### config.mk
export PLATFORM = sky130hd
export DESIGN_NAME = chroma_recon_flat
export DESIGN_NICKNAME = d
export VERILOG_FILES = /design/src/rtl/chroma_recon_if.sv /design/src/rtl/chroma_recon.sv /design/src/flat_wrapper.sv
export SDC_FILE = /design/constraint.sdc
export NUM_CORES = 1
export LEC_CHECK = 0
export ABC_AREA = 1
export CORE_MARGIN = 1.5
export CORE_UTILIZATION = 52
export DETAILED_ROUTE_END_ITERATION = 8
export GPL_TIMING_DRIVEN = 0
export HOLD_SLACK_MARGIN = 0.08
export PLACE_DENSITY_LB_ADDON = 0.12
export SYNTH_ARGS = -nofsm -noshare
export SYNTH_HDL_FRONTEND = slang
export SYNTH_SLANG_ARGS = --single-unit
### constraint.sdc
create_clock -name CLK2 -period 2.6 [get_ports CLK2]
set_clock_uncertainty 0.05 [all_clocks]
set_input_delay 0.52 -clock CLK2 [delete_from_list [all_inputs] [get_ports CLK2]]
set_output_delay 0.52 -clock CLK2 [all_outputs]
set_load 0.02 [all_outputs]
### src/rtl/chroma_recon_if.sv
// Row bus of the chroma reconstruction block: residual/prediction rows in,
// reconstructed rows with block/row labels and column feedback bytes out.
interface chroma_recon_if;
    logic        NEWLINE;
    logic        STROBEI;
    logic [35:0] DATAI;
    logic [31:0] BASEI;
    logic        STROBEO;
    logic [31:0] DATAO;
    logic [2:0]  XXO;
    logic [1:0]  ROWO;
    logic        MBDONE;
    logic        FBSTROBE;
    logic [7:0]  FEEDBO;
    logic [2:0]  FBXX;

    modport master (
        output NEWLINE, STROBEI, DATAI, BASEI,
        input  STROBEO, DATAO, XXO, ROWO, MBDONE, FBSTROBE, FEEDBO, FBXX
    );

    modport slave (
        input  NEWLINE, STROBEI, DATAI, BASEI,
        output STROBEO, DATAO, XXO, ROWO, MBDONE, FBSTROBE, FEEDBO, FBXX
    );
endinterface

### src/rtl/chroma_recon.sv
// Chroma reconstruction: prediction + residual clipped to 8 bits, rows labelled by
// block/row, and each block's rightmost column drained as four feedback bytes.
module chroma_recon #(
    parameter bit FBEN = 1'b1
) (
    input logic           CLK2,
    input logic           RESET,
    chroma_recon_if.slave bus
);
    typedef enum logic {DR_IDLE, DR_EMIT} drain_state_e;

    logic signed [9:0] lane_sum;
    logic [31:0]       clip_row;
    logic              accept;
    logic              abort_drain;
    logic              load_drain;
    logic              emit;
    logic [1:0]        lbl_row;
    logic [2:0]        lbl_blk;

    logic [1:0]   row_cnt_q, row_cnt_d;
    logic [2:0]   blk_cnt_q, blk_cnt_d;
    logic         strobe_q, strobe_d;
    logic [31:0]  data_q, data_d;
    logic [2:0]   xx_q, xx_d;
    logic [1:0]   row_q, row_d;
    logic         mbdone_q, mbdone_d;
    logic [7:0]   col_q [4];
    logic [7:0]   col_d [4];
    logic [31:0]  drain_q, drain_d;
    logic [2:0]   drain_xx_q, drain_xx_d;
    drain_state_e state_q, state_d;
    logic [1:0]   idx_q, idx_d;
    logic         fbstrobe_q, fbstrobe_d;
    logic [7:0]   feedbo_q, feedbo_d;
    logic [2:0]   fbxx_q, fbxx_d;

    // Per lane the 10-bit signed sum spans -256..510, so bit 9 flags underflow and bit 8 overflow.
    always_comb begin
        clip_row = '0;
        lane_sum = '0;
        for (int k = 0; k < 4; k++) begin
            lane_sum = $signed({2'b00, bus.BASEI[8*k +: 8]})
                     + $signed({bus.DATAI[9*k+8], bus.DATAI[9*k +: 9]});
            if (lane_sum[9])
                clip_row[8*k +: 8] = 8'h00;
            else if (lane_sum[8])
                clip_row[8*k +: 8] = 8'hFF;
            else
                clip_row[8*k +: 8] = lane_sum[7:0];
        end
    end

    // A NEWLINE arriving with a row makes that row block 0 row 0.
    assign accept      = bus.STROBEI;
    assign abort_drain = bus.NEWLINE && !bus.STROBEI;
    assign lbl_row     = bus.NEWLINE ? 2'd0 : row_cnt_q;
    assign lbl_blk     = bus.NEWLINE ? 3'd0 : blk_cnt_q;
    assign load_drain  = accept && (lbl_row == 2'd3);

    always_comb begin
        row_cnt_d = row_cnt_q;
        blk_cnt_d = blk_cnt_q;
        if (accept) begin
            row_cnt_d = lbl_row + 2'd1;
            blk_cnt_d = (lbl_row == 2'd3) ? lbl_blk + 3'd1 : lbl_blk;
        end else if (bus.NEWLINE) begin
            row_cnt_d = 2'd0;
            blk_cnt_d = 3'd0;
        end
    end

    always_comb begin
        strobe_d   = accept;
        data_d     = data_q;
        xx_d       = xx_q;
        row_d      = row_q;
        mbdone_d   = accept && (lbl_blk == 3'd7) && (lbl_row == 2'd3);
        col_d      = col_q;
        drain_d    = drain_q;
        drain_xx_d = drain_xx_q;
        if (accept) begin
            data_d         = clip_row;
            xx_d           = lbl_blk;
            row_d          = lbl_row;
            col_d[lbl_row] = clip_row[31:24];
        end
        // Row 3 bypasses the column buffer so the buffer is free for the next block at once.
        if (load_drain) begin
            drain_d    = {clip_row[31:24], col_q[2], col_q[1], col_q[0]};
            drain_xx_d = lbl_blk;
        end
    end

    always_comb begin
        state_d = state_q;
        idx_d   = idx_q;
        if (load_drain) begin
            state_d = DR_EMIT;
            idx_d   = 2'd0;
        end else if (abort_drain) begin
            state_d = DR_IDLE;
        end else if (state_q == DR_EMIT) begin
            idx_d = idx_q + 2'd1;
            if (idx_q == 2'd3)
                state_d = DR_IDLE;
        end
    end

    // Feedback outputs are registered, so a back-to-back reload still emits the old byte 3.
    always_comb begin
        emit       = (state_q == DR_EMIT) && !abort_drain;
        fbstrobe_d = FBEN && emit;
        feedbo_d   = emit ? drain_q[8*idx_q +: 8] : feedbo_q;
        fbxx_d     = emit ? drain_xx_q : fbxx_q;
    end

    always_ff @(posedge CLK2) begin
        if (RESET) begin
            state_q <= DR_IDLE;
            idx_q   <= 2'd0;
        end else begin
            state_q <= state_d;
            idx_q   <= idx_d;
        end
    end

    always_ff @(posedge CLK2) begin
        if (RESET) begin
            row_cnt_q  <= '0;
            blk_cnt_q  <= '0;
            strobe_q   <= 1'b0;
            data_q     <= '0;
            xx_q       <= '0;
            row_q      <= '0;
            mbdone_q   <= 1'b0;
            drain_q    <= '0;
            drain_xx_q <= '0;
            fbstrobe_q <= 1'b0;
            feedbo_q   <= '0;
            fbxx_q     <= '0;
            for (int i = 0; i < 4; i++)
                col_q[i] <= '0;
        end else begin
            row_cnt_q  <= row_cnt_d;
            blk_cnt_q  <= blk_cnt_d;
            strobe_q   <= strobe_d;
            data_q     <= data_d;
            xx_q       <= xx_d;
            row_q      <= row_d;
            mbdone_q   <= mbdone_d;
            drain_q    <= drain_d;
            drain_xx_q <= drain_xx_d;
            fbstrobe_q <= fbstrobe_d;
            feedbo_q   <= feedbo_d;
            fbxx_q     <= fbxx_d;
            col_q      <= col_d;
        end
    end

    assign bus.STROBEO  = strobe_q;
    assign bus.DATAO    = data_q;
    assign bus.XXO      = xx_q;
    assign bus.ROWO     = row_q;
    assign bus.MBDONE   = mbdone_q;
    assign bus.FBSTROBE = fbstrobe_q;
    assign bus.FEEDBO   = feedbo_q;
    assign bus.FBXX     = fbxx_q;
endmodule

### src/flat_wrapper.sv
// flat-port wrapper written by rule: the top's interface ports become plain ports
module chroma_recon_flat 
#(
    parameter bit FBEN = 1'b1
)
  (CLK2, RESET, bus_NEWLINE, bus_STROBEI, bus_DATAI, bus_BASEI, bus_STROBEO, bus_DATAO, bus_XXO, bus_ROWO, bus_MBDONE, bus_FBSTROBE, bus_FEEDBO, bus_FBXX);
  chroma_recon_if bus_i ();
  input logic CLK2;
  input logic RESET;
  input wire logic [$bits(bus_i.NEWLINE)-1:0] bus_NEWLINE;
  input wire logic [$bits(bus_i.STROBEI)-1:0] bus_STROBEI;
  input wire logic [$bits(bus_i.DATAI)-1:0] bus_DATAI;
  input wire logic [$bits(bus_i.BASEI)-1:0] bus_BASEI;
  output wire logic [$bits(bus_i.STROBEO)-1:0] bus_STROBEO;
  output wire logic [$bits(bus_i.DATAO)-1:0] bus_DATAO;
  output wire logic [$bits(bus_i.XXO)-1:0] bus_XXO;
  output wire logic [$bits(bus_i.ROWO)-1:0] bus_ROWO;
  output wire logic [$bits(bus_i.MBDONE)-1:0] bus_MBDONE;
  output wire logic [$bits(bus_i.FBSTROBE)-1:0] bus_FBSTROBE;
  output wire logic [$bits(bus_i.FEEDBO)-1:0] bus_FEEDBO;
  output wire logic [$bits(bus_i.FBXX)-1:0] bus_FBXX;
  assign bus_i.NEWLINE = bus_NEWLINE;
  assign bus_i.STROBEI = bus_STROBEI;
  assign bus_i.DATAI = bus_DATAI;
  assign bus_i.BASEI = bus_BASEI;
  assign bus_STROBEO = bus_i.STROBEO;
  assign bus_DATAO = bus_i.DATAO;
  assign bus_XXO = bus_i.XXO;
  assign bus_ROWO = bus_i.ROWO;
  assign bus_MBDONE = bus_i.MBDONE;
  assign bus_FBSTROBE = bus_i.FBSTROBE;
  assign bus_FEEDBO = bus_i.FEEDBO;
  assign bus_FBXX = bus_i.FBXX;
  chroma_recon #(.FBEN(FBEN)) u_core (.CLK2(CLK2), .RESET(RESET), .bus(bus_i));
endmodule
-- Word level (Yosys, flattened, before mapping)
Cells that the tools add are included.
- add/subtract/negate cells: 7
- order comparisons: 2
- eq/ne operators: 3
- shifts and indexed selects: 1
- mux-type cells: 20
- bitwise operators: 2
- reduce and logical (&&, ||, !) cells: 10
- operator list (cell ; number):
    two-way mux 8 bit ; 9
    adder 9 x 9 -> 10 bit ; 4
    bitwise mux 32 bit ; 1
    indexed part select 32 x 6 -> 8 bit ; 1
    demux 8 bit (select 2 bit) ; 1
    two-way mux 3 bit ; 3
    logical AND 1 bit ; 6
    adder 2 x 1 -> 2 bit (second input constant) ; 2
    == test 2 bit (second input constant) ; 2
    two-way mux 1 bit ; 4
    two-way mux 2 bit ; 2
    adder 3 x 1 -> 3 bit (second input constant) ; 1
    == test 3 bit (second input constant) ; 1
    >= comparator 3 bit (second input constant) ; 1
    < comparator 3 x 1 -> 1 bit (second input constant) ; 1
    NOT 2 -> 3 bit ; 1
    logical NOT 1 bit ; 2
    AND reduction 2 bit ; 1
    OR reduction 2 bit ; 1
    NOT 1 bit ; 1
- flip-flop bits (word level): 126
- bits of input ports: 72
- output and inout port bits: 51
- word-level logic and storage cells: 63

-- Logic depth before layout (Yosys ltp)
Gate-level depths: netlist (run 1).
- word-level depth: 7
- depth in mapped cells: 12
- depth with buffers taken out: 12

-- Worst setup path before layout (run 1)
Ideal clock, no wire load.
- kind: input -> register
- start point: input bus_BASEI[24]
- end point: register u_core.col_q[10] in the netlist's numbering
- arrival: 1.823 ns
- data required time: 2.422 ns
- slack: 0.599 ns
- stages: 10
- buffers on the path: 0
- path through: ha_1 > fa_1 > nand3_1 > nand3_1 > nand2_1 > nand3b_1 > nand2_2 > nand2_1 > nand2_2 > a21oi_1
- cells in the longest elaborated chain, start to end: 4
- RTL lines (element ; line ; source):
    start, declared ; flat_wrapper.sv:13 ; input wire logic [$bits(bus_i.BASEI)-1:0] bus_BASEI;
    adder 9 x 9 -> 10 bit (*) ; chroma_recon.sv:44 ; + $signed({bus.DATAI[9*k+8], bus.DATAI[9*k +: 9]});
    two-way mux 8 bit ; chroma_recon.sv:47 ; else if (lane_sum[8])
    two-way mux 8 bit (*) ; chroma_recon.sv:45 ; if (lane_sum[9])
    bitwise mux 32 bit (*) ; chroma_recon.sv:86 ; col_d[lbl_row] = clip_row[31:24];
    end signal, assigned ; chroma_recon.sv:157 ; col_q <= col_d;
    end, declared ; chroma_recon.sv:28 ; logic [7:0] col_q [4];
Mark *: on every way between the ends. The rest lies on a longest branch, timed or not.
A chain may end at the register's enable or synchronous reset.

-- Worst setup path in the final report (run 1)
- start point: input bus_BASEI[0]
- end point: register u_core.data_q[5] (netlist: u_core.bus.DATAO[5])
- cells in the longest elaborated chain, start to end: 3
- RTL lines (element ; line ; source):
    adder 9 x 9 -> 10 bit (*) ; chroma_recon.sv:44 ;
    two-way mux 8 bit ; chroma_recon.sv:47 ;
    two-way mux 8 bit (*) ; chroma_recon.sv:45 ;
    end signal, assigned ; chroma_recon.sv:148 ; data_q <= data_d;
    end, declared ; chroma_recon.sv:24 ; logic [31:0] data_q, data_d;
Marked as above.

==> results.cfg, run 1 <==
[route]
detail-route-antenna-nets = 0
routed_wl_um = 14900
vias = 5748
drc = 0
via_per_inst = 5.17
drt_iter0_drc = 394
wl_per_cell_um = 13.4
drt_pass1_iterations = 6

[layout]
antenna_cells = 0
nFillCells = 853
layout-drive-gt1-share_pct = 6.18
nets = 1075
fin_cells = 1111
syn2layout_area_growth_pct = 33.2

[job]
cap_violations = 0

[yosys]
syn-cell-area_mm2 = 0.00594
ys_seq_area_share_pct = 39.8
synth_cell_types = 32
synth_nets = 935
synth_cells = 820
ys_seq_elements = 118
syn_area_per_cell_um2 = 7.24
ys.warnings.count = 0

[global_routing]
antenna_found_initial = 0
grt_pass1_wl_um = 24400
gr-total-overflow = 0
grt_max_degree = 17
grt_pass1_vias = 5451
grt_util_all_layers_pct = 25.9

[floorplanning]
ios = 123
die_h_um = 110
fp.dieW_um = 110
die_area_mm2 = 0.0121
core-area_mm2 = 0.0110
core.rowCount = 38
start_util_pct = 54.1

[timing]
finalMaxSlewViolations = 0
fmax_mhz = 431
hold_violations = 0
finalCritPeriodShare_pct = 89.2
timing.setup.tns_ns = 0
fin_crit_ns = 2.32
layout_setup_ws_ns = 0.280
relSlewSlack_pct = 67.9
setup_violations = 0
rsz0062_at_grt = no
tightest_slew_ns = 0.481

[critical_path]
start_kind = primary input
crit_start = bus_BASEI[0]
slowest_delay_ns = 0.41
reg2reg_from = u_core.row_cnt_q[0]
required_ns = 2.83
critPathTopFamily = simple AND/OR/NAND/NOR gates
r2r_end = u_core.drain_q[13]
worstSetupPathType = in2reg
slowest_stage = fa_1
worstPathCellList = clkdlybuf4s50_1 > ha_1 > fa_1 > nand3_1 > nand2_1 > nand2_1 > nand2_1 > nand2_1 > nand2_1 > nor2_1 > o21ai_1
path_depth = 11
critPathBufInv = 1
worst-endpoint-arrival_ns = 2.55
crit_top_cell = nand2_1
end_kind = register
endpoint = u_core.bus.DATAO[5]
reg2reg_slack_ns = 0.77
timing.critical_path.fanout_max = 7
r2r_cells = 7

[cts]
cts.sinks = 118
clkLatencyLatePin_ns = 0.41
cts_buffers = 17
cts_hold_buf = 0
post_cts_resized = 0
clock_tree.root_cell = clkbuf_16
cts_tree = done
clk_pin_slew_ns = 0.05
post_cts_buffers = 0
htree_levels = 4
cts_buffer_depth = 2

[run_status]
status = completed

[placement]
preCtsSetupSlack_ns = -0.0518
dp_hpwl_um = 11400
place_congestion = 0.932
dp.cells = 1081
portBuffers = 121

[power_and_ir_drop]
power.density_mw_per_mm2 = 643
finalPower_w = 0.00509
vdd_drop_max_mv = 0.417
leakage_nw = 3.64

[hold_path]
hp-class = reg2reg
sequential cells by signal (all words and copies together), names as in the netlist:
name,cells
u_core.blk_cnt_q,3
u_core.bus.DATAO,32
u_core.bus.FBSTROBE,1
u_core.bus.FBXX,3
u_core.bus.FEEDBO,8
u_core.bus.MBDONE,1
u_core.bus.ROWO,2
u_core.bus.STROBEO,1
u_core.bus.XXO,3
u_core.col_q,24
u_core.drain_q,32
u_core.drain_xx_q,3
u_core.idx_q,2
u_core.row_cnt_q,2
u_core.state_q,1
cell families after synthesis:
| kind of cell | after synthesis | synth area share (%) |
|---|---|---|
| AND/OR/NAND/NOR | 334 | 23.1 |
| buffers and inverters | 120 | 7.92 |
| flip-flops | 118 | 39.8 |
| AO/OA/AOI/OAI | 193 | 17.9 |
| adder cells (fa/ha/maj) | 43 | 9.57 |
| XOR/XNOR | 12 | 1.77 |
worst register-to-register path, stage by stage (launching register included):
cell,delay (ns)
dfxtp_1,0.30
nand2_1,0.17
inv_1,0.11
ha_1,0.26
nand2_2,0.17
clkbuf_1,0.33
o21ai_0,0.20
a21oi_1,0.18
layout by cell type, fill, tap and decap left out:
cell type        instances
inv_2                    2
nor2_1                  65
inv_1                   91
clkinv_2                 3
nand4_1                  1
nand3b_1                 2
ha_1                    39
buf_4                    3
nand3_2                  1
o21a_1                   6
fa_1                     4
clkbuf_1                18
a21oi_1                 65
o21ai_1                 20
o211ai_1                 2
bufinv_16                2
nor2_2                   1
clkdlybuf4s50_1        121
o21bai_1                 2
o221ai_1                 6
nand3_4                  1
clkbuf_8                 4
xnor2_1                  7
nor2_4                   1
nand2_2                 12
xor2_1                   5
nand2_1                213
o31ai_1                  1
clkinv_4                 1
buf_2                    7
o21ai_0                 85
o21ai_4                  1
clkbuf_16               17
a21oi_4                  2
clkinvlp_4               2
o22ai_1                  1
dfxtp_1                118
a32o_1                   2
nand3_1                 37
metrics by stage:
step	util [%]	hold slack (ns)	cell area, um2
detailed placement	66.7	0.394	7320
finish	72.0	0.402	7910
global placement	66.7	0.389	7320
floorplan	-	0.379	5940
CTS	72.0	0.405	7910
global route	72.0	0.418	7910
layer usage:
metal / GRT usage, % / vias to the layer above / wire length [um]
met4: 11.1 / 0 / 356
met1: 31.7 / 2585 / 6520
met3: 6.88 / 30 / 1010
met2: 42.7 / 195 / 7030
met5: 0 / - / 0
li1: - / 2938 / -
cell usage after synthesis (all sizes together):
cell type / n / area [um2]
a21oi: 67 / 358
a32o: 2 / 20.0
buf: 10 / 57.6
clkbuf: 17 / 63.8
dfxtp: 118 / 2360
fa: 4 / 80.1
ha: 39 / 488
inv: 93 / 349
nand2: 225 / 875
nand3: 39 / 213
nand3b: 2 / 15.0
nand4: 1 / 6.26
nor2: 67 / 262
o211ai: 2 / 15.0
o21a: 6 / 45.0
o21ai: 106 / 542
o21bai: 2 / 15.0
o221ai: 6 / 52.6
o22ai: 1 / 6.26
o31ai: 1 / 7.51
xnor2: 7 / 61.3
xor2: 5 / 43.8
layout make-up:
type,instances,area (um2),area share (%)
Inverter,93,349,4.42
Buffer,27,121,1.54
Multi-Input combinational cell,582,3100,39.3
Tap cell,140,175,2.22
Clock buffer,22,484,6.12
Timing Repair Buffer,121,1210,15.3
Clock inverter,8,98.8,1.25
Sequential cell,118,2360,29.9
power breakdown:
part           switching [W]  internal, W
combinational       0.000505     0.000382
sequential         0.0000419      0.00189
clock               0.000772      0.00149
total                0.00132      0.00377
worst min path at each step:
stage,from,to,slack [ns],depth (start not counted)
final,u_core.drain_q[11],u_core.drain_q[11],0.40,2
after global routing,u_core.bus.DATAO[18],u_core.bus.DATAO[18],0.42,2
after CTS,u_core.drain_q[11],u_core.drain_q[11],0.40,2
after detailed placement,u_core.bus.DATAO[12],u_core.bus.DATAO[12],0.39,2
after global placement,u_core.drain_q[8],u_core.drain_q[8],0.39,2
after floorplan,u_core.drain_q[24],u_core.drain_q[24],0.38,2
No activity file was read; power rests on OpenSTA's default activity.
==> run 2: changes to the inputs <==
- CORE_ASPECT_RATIO: default -> 1.5
- CORE_MARGIN: 1.5 -> default
==> run 2 against run 1 <==
Compared with the run above:
- register-to-register slack lost 0.05 ns
- largest power group unchanged
- critical endpoint is now u_core.idx_q[1]
- critical path depth is the same
- highest routed layer unchanged
- setup slack worse by 0.069 ns
==> results.cfg, run 2 (same netlist as run 1, synthesis figures left out) <==
[floorplanning]
ios = 123
start_util_pct = 53.7
die_area_mm2 = 0.0119
die_h_um = 133
core-area_mm2 = 0.0111
core.rowCount = 47
fp.dieW_um = 89.2

[power_and_ir_drop]
power.density_mw_per_mm2 = 643
internal-power_w = 0.00378
pwr-share-seq_pct = 38.0
leakage_nw = 3.64
p_comb_share_pct = 17.5
pwr-share-clk_pct = 44.5
power_switching_share_pct = 25.5
vdd_drop_max_mv = 0.378
switchingPower_w = 0.00130

[placement]
portBuffers = 121
dp.cells = 1088
dp_hpwl_um = 11500
place_congestion = 0.809
placed_cell_area_mm2 = 0.00733

[critical_path]
start_kind = primary input
reg2reg_from = u_core.row_cnt_q[0]
crit_start = bus_NEWLINE
worstSetupPathType = in2reg
r2r_cells = 9
timing.critical_path.fanout_max = 10
reg2reg_slack_ns = 0.72
end_kind = register
r2r_end = u_core.idx_q[1]
required_ns = 2.84
worst-endpoint-arrival_ns = 2.63

[timing]
finalMaxSlewViolations = 0
relSlewSlack_pct = 65.6
rsz0062_at_grt = no
tightest_slew_ns = 0.517
hold_violations = 0
fin_crit_ns = 2.39
fmax_mhz = 418
setup_violations = 0
finalCritPeriodShare_pct = 91.9

[run_status]
status = completed

[cts]
cts_tree = done
clock_tree.root_cell = clkbuf_16
post_cts_buffers = 0
cts_buffer_depth = 2
clk_pin_slew_ns = 0.05
htree_levels = 4
cts_buffers = 17
cts_hold_buf = 0
post_cts_resized = 0
clkLatencyLatePin_ns = 0.41
cts.sinks = 118

[global_routing]
gr-total-overflow = 0
antenna_found_initial = 0
grt_max_degree = 17
grt_util_all_layers_pct = 26.7
grt_pass1_vias = 5341
grt_pass1_wl_um = 24300

[route]
routed_wl_um = 14900
drt_iter0_drc = 268
wl_per_cell_um = 13.4
drc = 0
drt_pass1_iterations = 5
detail-route-antenna-nets = 0
via_per_inst = 5.07
vias = 5662

[layout]
fin_cells = 1116
antenna_cells = 0
syn2layout_area_growth_pct = 33.1
layout-drive-gt1-share_pct = 5.88
final_common_cell = nand2_1
fin_area_mm2 = 0.00790
nets = 1075
final_cell_mix = nand2_1 (213), clkdlybuf4s50_1 (121), dfxtp_1 (118)
utilization_pct = 71.5

[hold_path]
whs_path_depth = 2
worstHoldStart = u_core.bus.DATAO[13]
hp-class = reg2reg
min_to = u_core.bus.DATAO[13]

[job]
cap_violations = 0
-- run 2: cell types whose count changed in the layout (fill, tap and decap cells not counted) --
cell,delta
clkinv_4,-1
clkinvlp_4,-2
clkbuf_8,+1
clkbuf_1,+1
clkinv_2,-1
-- run 2: layer usage --
metal	vias up	track usage (%)	share of wire [%]
li1	2939	-	-
met1	2550	27.5	38
met5	-	0	0
met3	22	8.11	5.6
met4	0	10.2	2.2
met2	151	48.9	54
-- run 2: final cells by class --
| cell class | instances | area [um2] |
|---|---|---|
| buffer | 27 | 121 |
| timing repair buffer | 121 | 1210 |
| inverter | 93 | 349 |
| multi-input combinational | 582 | 3100 |
| clock inverter | 4 | 70.1 |
| tap | 147 | 184 |
| clock buffer | 24 | 502 |
| fill | 964 | 3150 |
| sequential | 118 | 2360 |
-- run 2: worst max-delay path by stage --
stage                               end  slack [ns]  cells after the start
floorplan              u_core.col_q[10]        0.60                     10
global placement    u_core.blk_cnt_q[0]        -0.1                     11
detailed placement      u_core.idx_q[1]       -0.17                     11
CTS                     u_core.idx_q[1]        0.22                     11
global route            u_core.idx_q[1]        0.05                     11
finish                  u_core.idx_q[1]        0.21                     11
-- run 2: worst max-delay path, cell delays in order --
cell	delay (ns)
clkdlybuf4s50_1	0.42
inv_1	0.23
nand2_1	0.22
inv_1	0.13
ha_1	0.32
nand2_2	0.16
inv_2	0.19
nor2_2	0.07
buf_4	0.19
o21ai_1	0.11
a21oi_1	0.06
-- run 2: per-stage QoR --
step	hold slack, ns	power (W)	setup WS, ns	TNS (ns)
finish	0.398	0.00508	0.211	0
global route	0.417	0.00529	0.0524	0
CTS	0.401	0.00510	0.220	0
detailed placement	0.389	0.00285	-0.173	-5.55
global placement	0.385	0.00284	-0.0988	-2.28
floorplan	0.379	0.00249	0.599	0
-- run 2: power by group through the flow --
stage / Clock [W] / Combinational (W) / Sequential (W)
after floorplan: 0 / 0.000472 / 0.00202
after global placement: 0 / 0.000878 / 0.00196
after detailed placement: 0 / 0.000887 / 0.00196
after CTS: 0.00227 / 0.000893 / 0.00193
after global routing: 0.00236 / 0.000989 / 0.00194
final: 0.00226 / 0.000888 / 0.00193
